## config.mk

```make
export PLATFORM = sky130hd
export DESIGN_NAME = ball_engine
export DESIGN_NICKNAME = d
export VERILOG_FILES = /design/src/rtl/pong_pkg.sv /design/src/rtl/ball_engine.sv
export SDC_FILE = /design/constraint.sdc
export NUM_CORES = 1
export LEC_CHECK = 0
export CAP_MARGIN = 25
export CORE_MARGIN = 4
export CORE_UTILIZATION = 40
export CTS_BUF_LIST = sky130_fd_sc_hd__clkbuf_4 sky130_fd_sc_hd__clkbuf_8 sky130_fd_sc_hd__clkbuf_16
export CTS_CLUSTER_SIZE = 28
export DETAILED_ROUTE_END_ITERATION = 7
export PLACE_DENSITY = 0.76
export SETUP_SLACK_MARGIN = 0.02
export SLEW_MARGIN = 0
export SYNTH_ARGS = -nofsm -noshare
export SYNTH_HDL_FRONTEND = slang
export SYNTH_SLANG_ARGS = --single-unit
```

## constraint.sdc

```tcl
create_clock -name clk -period 2 [get_ports clk]
set_input_delay 0.4 -clock clk [delete_from_list [all_inputs] [get_ports clk]]
set_output_delay 0.4 -clock clk [all_outputs]
set_load 0.02 [all_outputs]
```

## src/rtl/pong_pkg.sv

```systemverilog
// Shared playfield geometry, scoring limits and game-state encoding for the pong engine.
package pong_pkg;

  localparam int FIELD_W   = 64;
  localparam int FIELD_H   = 32;
  localparam int CENTER_X  = 32;
  localparam int CENTER_Y  = 16;
  localparam int WIN_SCORE = 7;

  typedef enum logic [1:0] {
    IDLE,
    PLAY,
    POINT,
    OVER
  } gameState_t;

  // Scores stop at the winning value instead of wrapping.
  function automatic logic [3:0] satInc(input logic [3:0] score);
    return (score >= 4'(WIN_SCORE)) ? score : score + 4'd1;
  endfunction

endpackage

```

## src/rtl/ball_engine.sv

```systemverilog
// Ball motion, paddle collision, scoring and game-state sequencing for a 64x32 pong field.
module ball_engine
  import pong_pkg::*;
(
  input  logic        clk,
  input  logic        reset,
  input  logic        tick,
  input  logic        serve,
  input  logic [31:0] left_paddle,
  input  logic [31:0] right_paddle,
  output logic [5:0]  ball_x,
  output logic [4:0]  ball_y,
  output logic        point_left,
  output logic        point_right,
  output logic [3:0]  left_score,
  output logic [3:0]  right_score,
  output logic        game_over
);

  gameState_t state;
  logic       dxPos;
  logic       dyPos;
  logic       lastScorerLeft;

  logic [5:0] xNext;
  logic [4:0] yNext;
  logic       dxPosNext;
  logic       dyPosNext;
  logic       missLeft;
  logic       missRight;
  logic [3:0] scorerScore;

  // One-tick motion step; the paddle test looks at the row the ball occupies before it moves.
  always_comb begin
    yNext     = ball_y;
    dyPosNext = dyPos;
    xNext     = ball_x;
    dxPosNext = dxPos;
    missLeft  = 1'b0;
    missRight = 1'b0;

    if (dyPos) begin
      if (ball_y == 5'(FIELD_H - 1)) begin
        yNext     = 5'(FIELD_H - 2);
        dyPosNext = 1'b0;
      end else begin
        yNext = ball_y + 5'd1;
      end
    end else begin
      if (ball_y == 5'd0) begin
        yNext     = 5'd1;
        dyPosNext = 1'b1;
      end else begin
        yNext = ball_y - 5'd1;
      end
    end

    if (!dxPos && ball_x == 6'd1) begin
      if (left_paddle[ball_y]) begin
        xNext     = 6'd2;
        dxPosNext = 1'b1;
      end else begin
        xNext    = 6'd0;
        missLeft = 1'b1;
      end
    end else if (dxPos && ball_x == 6'(FIELD_W - 2)) begin
      if (right_paddle[ball_y]) begin
        xNext     = 6'(FIELD_W - 3);
        dxPosNext = 1'b0;
      end else begin
        xNext     = 6'(FIELD_W - 1);
        missRight = 1'b1;
      end
    end else if (dxPos) begin
      xNext = ball_x + 6'd1;
    end else begin
      xNext = ball_x - 6'd1;
    end

    scorerScore = lastScorerLeft ? left_score : right_score;
  end

  always_ff @(posedge clk) begin
    if (!reset) begin
      state          <= IDLE;
      ball_x         <= 6'(CENTER_X);
      ball_y         <= 5'(CENTER_Y);
      dxPos          <= 1'b1;
      dyPos          <= 1'b1;
      lastScorerLeft <= 1'b0;
      left_score     <= 4'd0;
      right_score    <= 4'd0;
      point_left     <= 1'b0;
      point_right    <= 1'b0;
      game_over      <= 1'b0;
    end else begin
      point_left  <= 1'b0;
      point_right <= 1'b0;
      case (state)
        IDLE: begin
          ball_x <= 6'(CENTER_X);
          ball_y <= 5'(CENTER_Y);
          if (serve) state <= PLAY;
        end
        PLAY: begin
          if (tick) begin
            ball_x <= xNext;
            ball_y <= yNext;
            dxPos  <= dxPosNext;
            dyPos  <= dyPosNext;
            if (missLeft) begin
              state          <= POINT;
              point_right    <= 1'b1;
              right_score    <= satInc(right_score);
              lastScorerLeft <= 1'b0;
            end else if (missRight) begin
              state          <= POINT;
              point_left     <= 1'b1;
              left_score     <= satInc(left_score);
              lastScorerLeft <= 1'b1;
            end
          end
        end
        POINT: begin
          // Re-serve heads toward whoever just conceded.
          if (tick) begin
            ball_x <= 6'(CENTER_X);
            ball_y <= 5'(CENTER_Y);
            dyPos  <= 1'b1;
            dxPos  <= lastScorerLeft;
            if (scorerScore == 4'(WIN_SCORE)) begin
              state     <= OVER;
              game_over <= 1'b1;
            end else begin
              state <= IDLE;
            end
          end
        end
        OVER: begin
          ball_x    <= 6'(CENTER_X);
          ball_y    <= 5'(CENTER_Y);
          game_over <= 1'b1;
        end
        default: state <= IDLE;
      endcase
    end
  end

endmodule

```

==> impl_metrics.py <==
metrics = {
    "sta": {
        "fin_crit_sh_pct": 108,
        "worst_pin_slew_ps": 391,
        "fin_worst_skew_ps": 2.58,
        "setup_viol": 14,
        "timing.final.max_slew_violations": 0,
        "rsz0062_at_grt": "true",
        "fin_tns_setup_ps": -1140,
        "fin_ws_ps": -167,
        "relSlewSlack_pct": 73.2,
        "fin_hold_ws_ps": 511,
        "layout_min_cycle_time_ps": 2170,
        "fmax_mhz": 461,
        "finalHoldViolations": 0,
    },
    "cts": {
        "cts_tree": "built",
        "cts_hold_buf": 0,
        "cts_buffers": 3,
        "cts_buffer_depth": 2,
        "insertion_delay_ps": 280,
        "path_clk_slew_ps": 100,
        "root_buffer": "clkbuf_8",
        "numClockSinks": 27,
        "h-tree-depth": 1,
    },
    "worst_hold_path": {
        "hold_path.startpoint": "state[1]$_SDFFE_PN0P_",
        "hold_depth": 2,
        "holdPathEnd": "state[1]$_SDFFE_PN0P_",
        "hold_path_class": "flip-flop to flip-flop",
    },
    "yosys": {
        "synth_nets": 352,
        "synthArstFlopShare_pct": 0,
        "netlist.area_leader.share_pct": 23.4,
        "synth_area_per_cell_sq_um": 8.54,
        "yosys-top-cells-area": "dfxtp_1, mux2i_1, ha_1, mux4_1, a21oi_1",
        "seq_area_frac_synth_pct": 23.4,
        "synth_edf_count": 0,
        "synth_top_area_cell": "dfxtp_1",
        "yosys_warnings": 0,
        "synth_cells": 271,
        "synth-seq-cells": 27,
        "synthesis.area_sq_mm": 0.00231,
        "synth_ff_type": "dfxtp_1",
        "synth_cell_types": 53,
    },
    "cells_and_area": {
        "fin_nets": 468,
        "antenna-diode-count": 0,
        "fill_cells": 478,
        "area_delta_synth_final_pct": 57.8,
        "drive_gt1_share_pct": 20.5,
        "final_cell_area_sq_mm": 0.00365,
    },
    "die": {
        "rows": 27,
        "num_io_pins": 90,
        "coreArea_sq_mm": 0.00557,
        "die_h_microns": 84.1,
        "dieArea_sq_mm": 0.00706,
        "die_w_microns": 84.1,
        "initial_core_util_pct": 41.5,
    },
    "place": {
        "dpl_cell_area_sq_mm": 0.00347,
        "port_buffers": 89,
        "globalplace.congestion": 0.917,
        "place_hpwl_mm": 5.73,
    },
    "global_route": {
        "grt_pass1_wl_mm": 11.7,
        "grt.overflow.total": 0,
        "antenna_found_initial": 0,
        "grt_pass1_vias": 2439,
        "track_usage_pct": 19.9,
        "grt_max_degree": 21,
    },
    "drt": {
        "drc": 0,
        "drtAntennaViolNets": 0,
        "firstDrtPassIters": 4,
        "num_vias": 2463,
        "routedWlPerCell_microns": 15.5,
        "drt_iter0_drc": 195,
        "wirelength_mm": 7.11,
        "vias_per_cell": 5.38,
    },
    "worst_setup_path": {
        "path_class": "flip-flop to flip-flop",
        "reg2reg_depth": 8,
        "r2r_slack_ps": -170,
        "cp_cell_sequence": "buf_12 -> mux4_1 -> mux2_2 -> nand2_2 -> a41oi_4 -> o221ai_2 -> nand2_1 -> o211ai_1",
        "path_buf_inv": 1,
        "r2r_start": "ball_y[0]$_SDFFE_PN0P_",
        "slowest_stage": "mux4_1",
        "max_stage_delay_ps": 530,
        "crit_arrival_ps": 2380,
        "worstReg2RegEnd": "dxPos$_SDFFE_PN1P_",
        "startpoint_type": "flip-flop",
        "end_kind": "flip-flop",
        "critPathMaxFanout": 6,
        "crit_family": "multiplexers",
        "required_ps": 2210,
    },
    "pwr": {
        "peakVddDrop_uv": 386,
        "p_per_area_mw_per_mm2": 468,
        "p_leak_nw": 1.38,
    },
    "flow_run": {
        "max_cap_viol_count": 0,
    },
    "outcome": {
        "violations": "setup timing",
        "status": "complete, but fails checks",
    },
}
-- placed cells by master, fill, tap and decap left out, types with 4 or more instances in the layout --
master	count
a21boi_0	5
a21oi_1	15
a22oi_1	4
buf_12	4
buf_4	30
clkdlybuf4s50_1	81
dfxtp_1	23
dlygate4sd2_1	8
ha_1	13
inv_1	14
mux2i_1	26
mux4_2	5
nand2_1	16
nand3_1	16
nand4_1	4
nor2_1	19
nor2b_1	10
nor3_1	8
o21ai_0	13
-- kinds of logic after synthesis --
family | after synthesis | share of synthesized area [%]
AOI/OAI and AO/OA | 67 | 19.7
adders and majority gates | 13 | 7.03
DFF | 27 | 23.4
buffers and inverters | 29 | 7.57
muxes | 34 | 18.7
xor gates and xnor gates | 5 | 1.89
and+or+nand+nor | 96 | 21.7
-- power breakdown --
| group | internal [mW] | switching (mW) | total, mW |
|---|---|---|---|
| Combinational | 0.429 | 0.347 | 0.776 |
| Sequential | 0.562 | 0.0405 | 0.603 |
| Clock | 0.142 | 0.189 | 0.331 |
| Total | 1.13 | 0.576 | 1.71 |
-- cells in the mapped netlist (2+ instances only) --
master / number
mux4_2: 2
and3_1: 2
and2_1: 3
a22oi_1: 6
a211oi_1: 4
nor2b_1: 10
o21ai_2: 2
nor2_1: 19
mux2i_1: 26
and2b_2: 2
clkbuf_8: 2
nand2_1: 17
or3_1: 2
a21boi_0: 5
and2b_1: 2
xor2_1: 2
nand3_1: 17
o22ai_1: 2
inv_1: 14
o211ai_1: 2
dfxtp_1: 27
a221oi_1: 3
nor3_1: 10
a31oi_1: 3
buf_6: 3
mux4_1: 4
ha_1: 13
clkbuf_1: 5
nand4_1: 4
o21ai_0: 13
a21oi_1: 17
xnor2_1: 3
buf_2: 3
mux2_2: 2
nand2b_1: 2
-- metrics by stage --
stage               instances  power, mW  utilization (%)  worst slack, ps
floorplan                 271       1.05                -            -42.3
global placement          447       1.33             62.3             -420
detailed placement        447       1.34             62.3             -500
CTS                       455       1.71             64.5             -149
global route              458       1.81             65.5             -243
finish                    458       1.71             65.5             -167
-- per-layer routing --
| layer | vias up | wire length, microns | part of all wire (%) | GRT usage, % |
|---|---|---|---|---|
| li1 | 1221 | - | - | - |
| met2 | 85 | 3480 | 49 | 34.4 |
| met4 | 0 | 129 | 1.8 | 5.26 |
| met5 | - | 0 | 0 | 0 |
| met1 | 1144 | 3070 | 43 | 25.2 |
| met3 | 13 | 426 | 6.0 | 3.75 |
-- layout make-up --
class / count / area (sq um) / area share, %
flip-flops and latches: 27 / 551 / 15.1
clock buffers: 3 / 41.3 / 1.13
multi-input cells: 215 / 1690 / 46.2
repair buffers: 126 / 1220 / 33.4
well taps: 72 / 90.1 / 2.47
inverters: 14 / 52.6 / 1.44
clock inverters: 1 / 7.51 / 0.206
-- worst max-delay path by stage --
stage | slack (ps) | depth (start not counted) | start | endpoint
after floorplan | -40 | 7 | ball_y[0]$_SDFFE_PN0P_ | dxPos$_SDFFE_PN1P_
after global placement | -420 | 8 | left_paddle[7] | dxPos$_SDFFE_PN1P_
after detailed placement | -500 | 8 | left_paddle[3] | dxPos$_SDFFE_PN1P_
after CTS | -150 | 7 | ball_y[0]$_SDFFE_PN0P_ | dxPos$_SDFFE_PN1P_
after global routing | -240 | 10 | ball_y[0]$_SDFFE_PN0P_ | left_score[1]$_SDFFE_PN0P_
final | -170 | 8 | ball_y[0]$_SDFFE_PN0P_ | dxPos$_SDFFE_PN1P_
-- flip-flops by register name, indices dropped and copies added, names as in the netlist --
signal,cells
dyPos,1
game_over,1
lastScorerLeft,1
ball_y,5
state,2
point_left,1
ball_x,6
left_score,4
dxPos,1
right_score,4
point_right,1
-- timing repair --
action,CTS,global route
buffers inserted,4,3
resized for setup,17,8
pin swaps,12,7
endpoints found under the hold margin,0,0
endpoints found under the setup margin,15,23
-- worst reg2reg max path: stages (launching register included) --
cell and delay (ps):
dfxtp_4 410, buf_12 120, mux4_1 530, mux2_2 280, nand2_2 90, a41oi_4 220
o221ai_2 260, nand2_1 80, o211ai_1 100
Note: power is estimated with default switching activity, not from simulation.
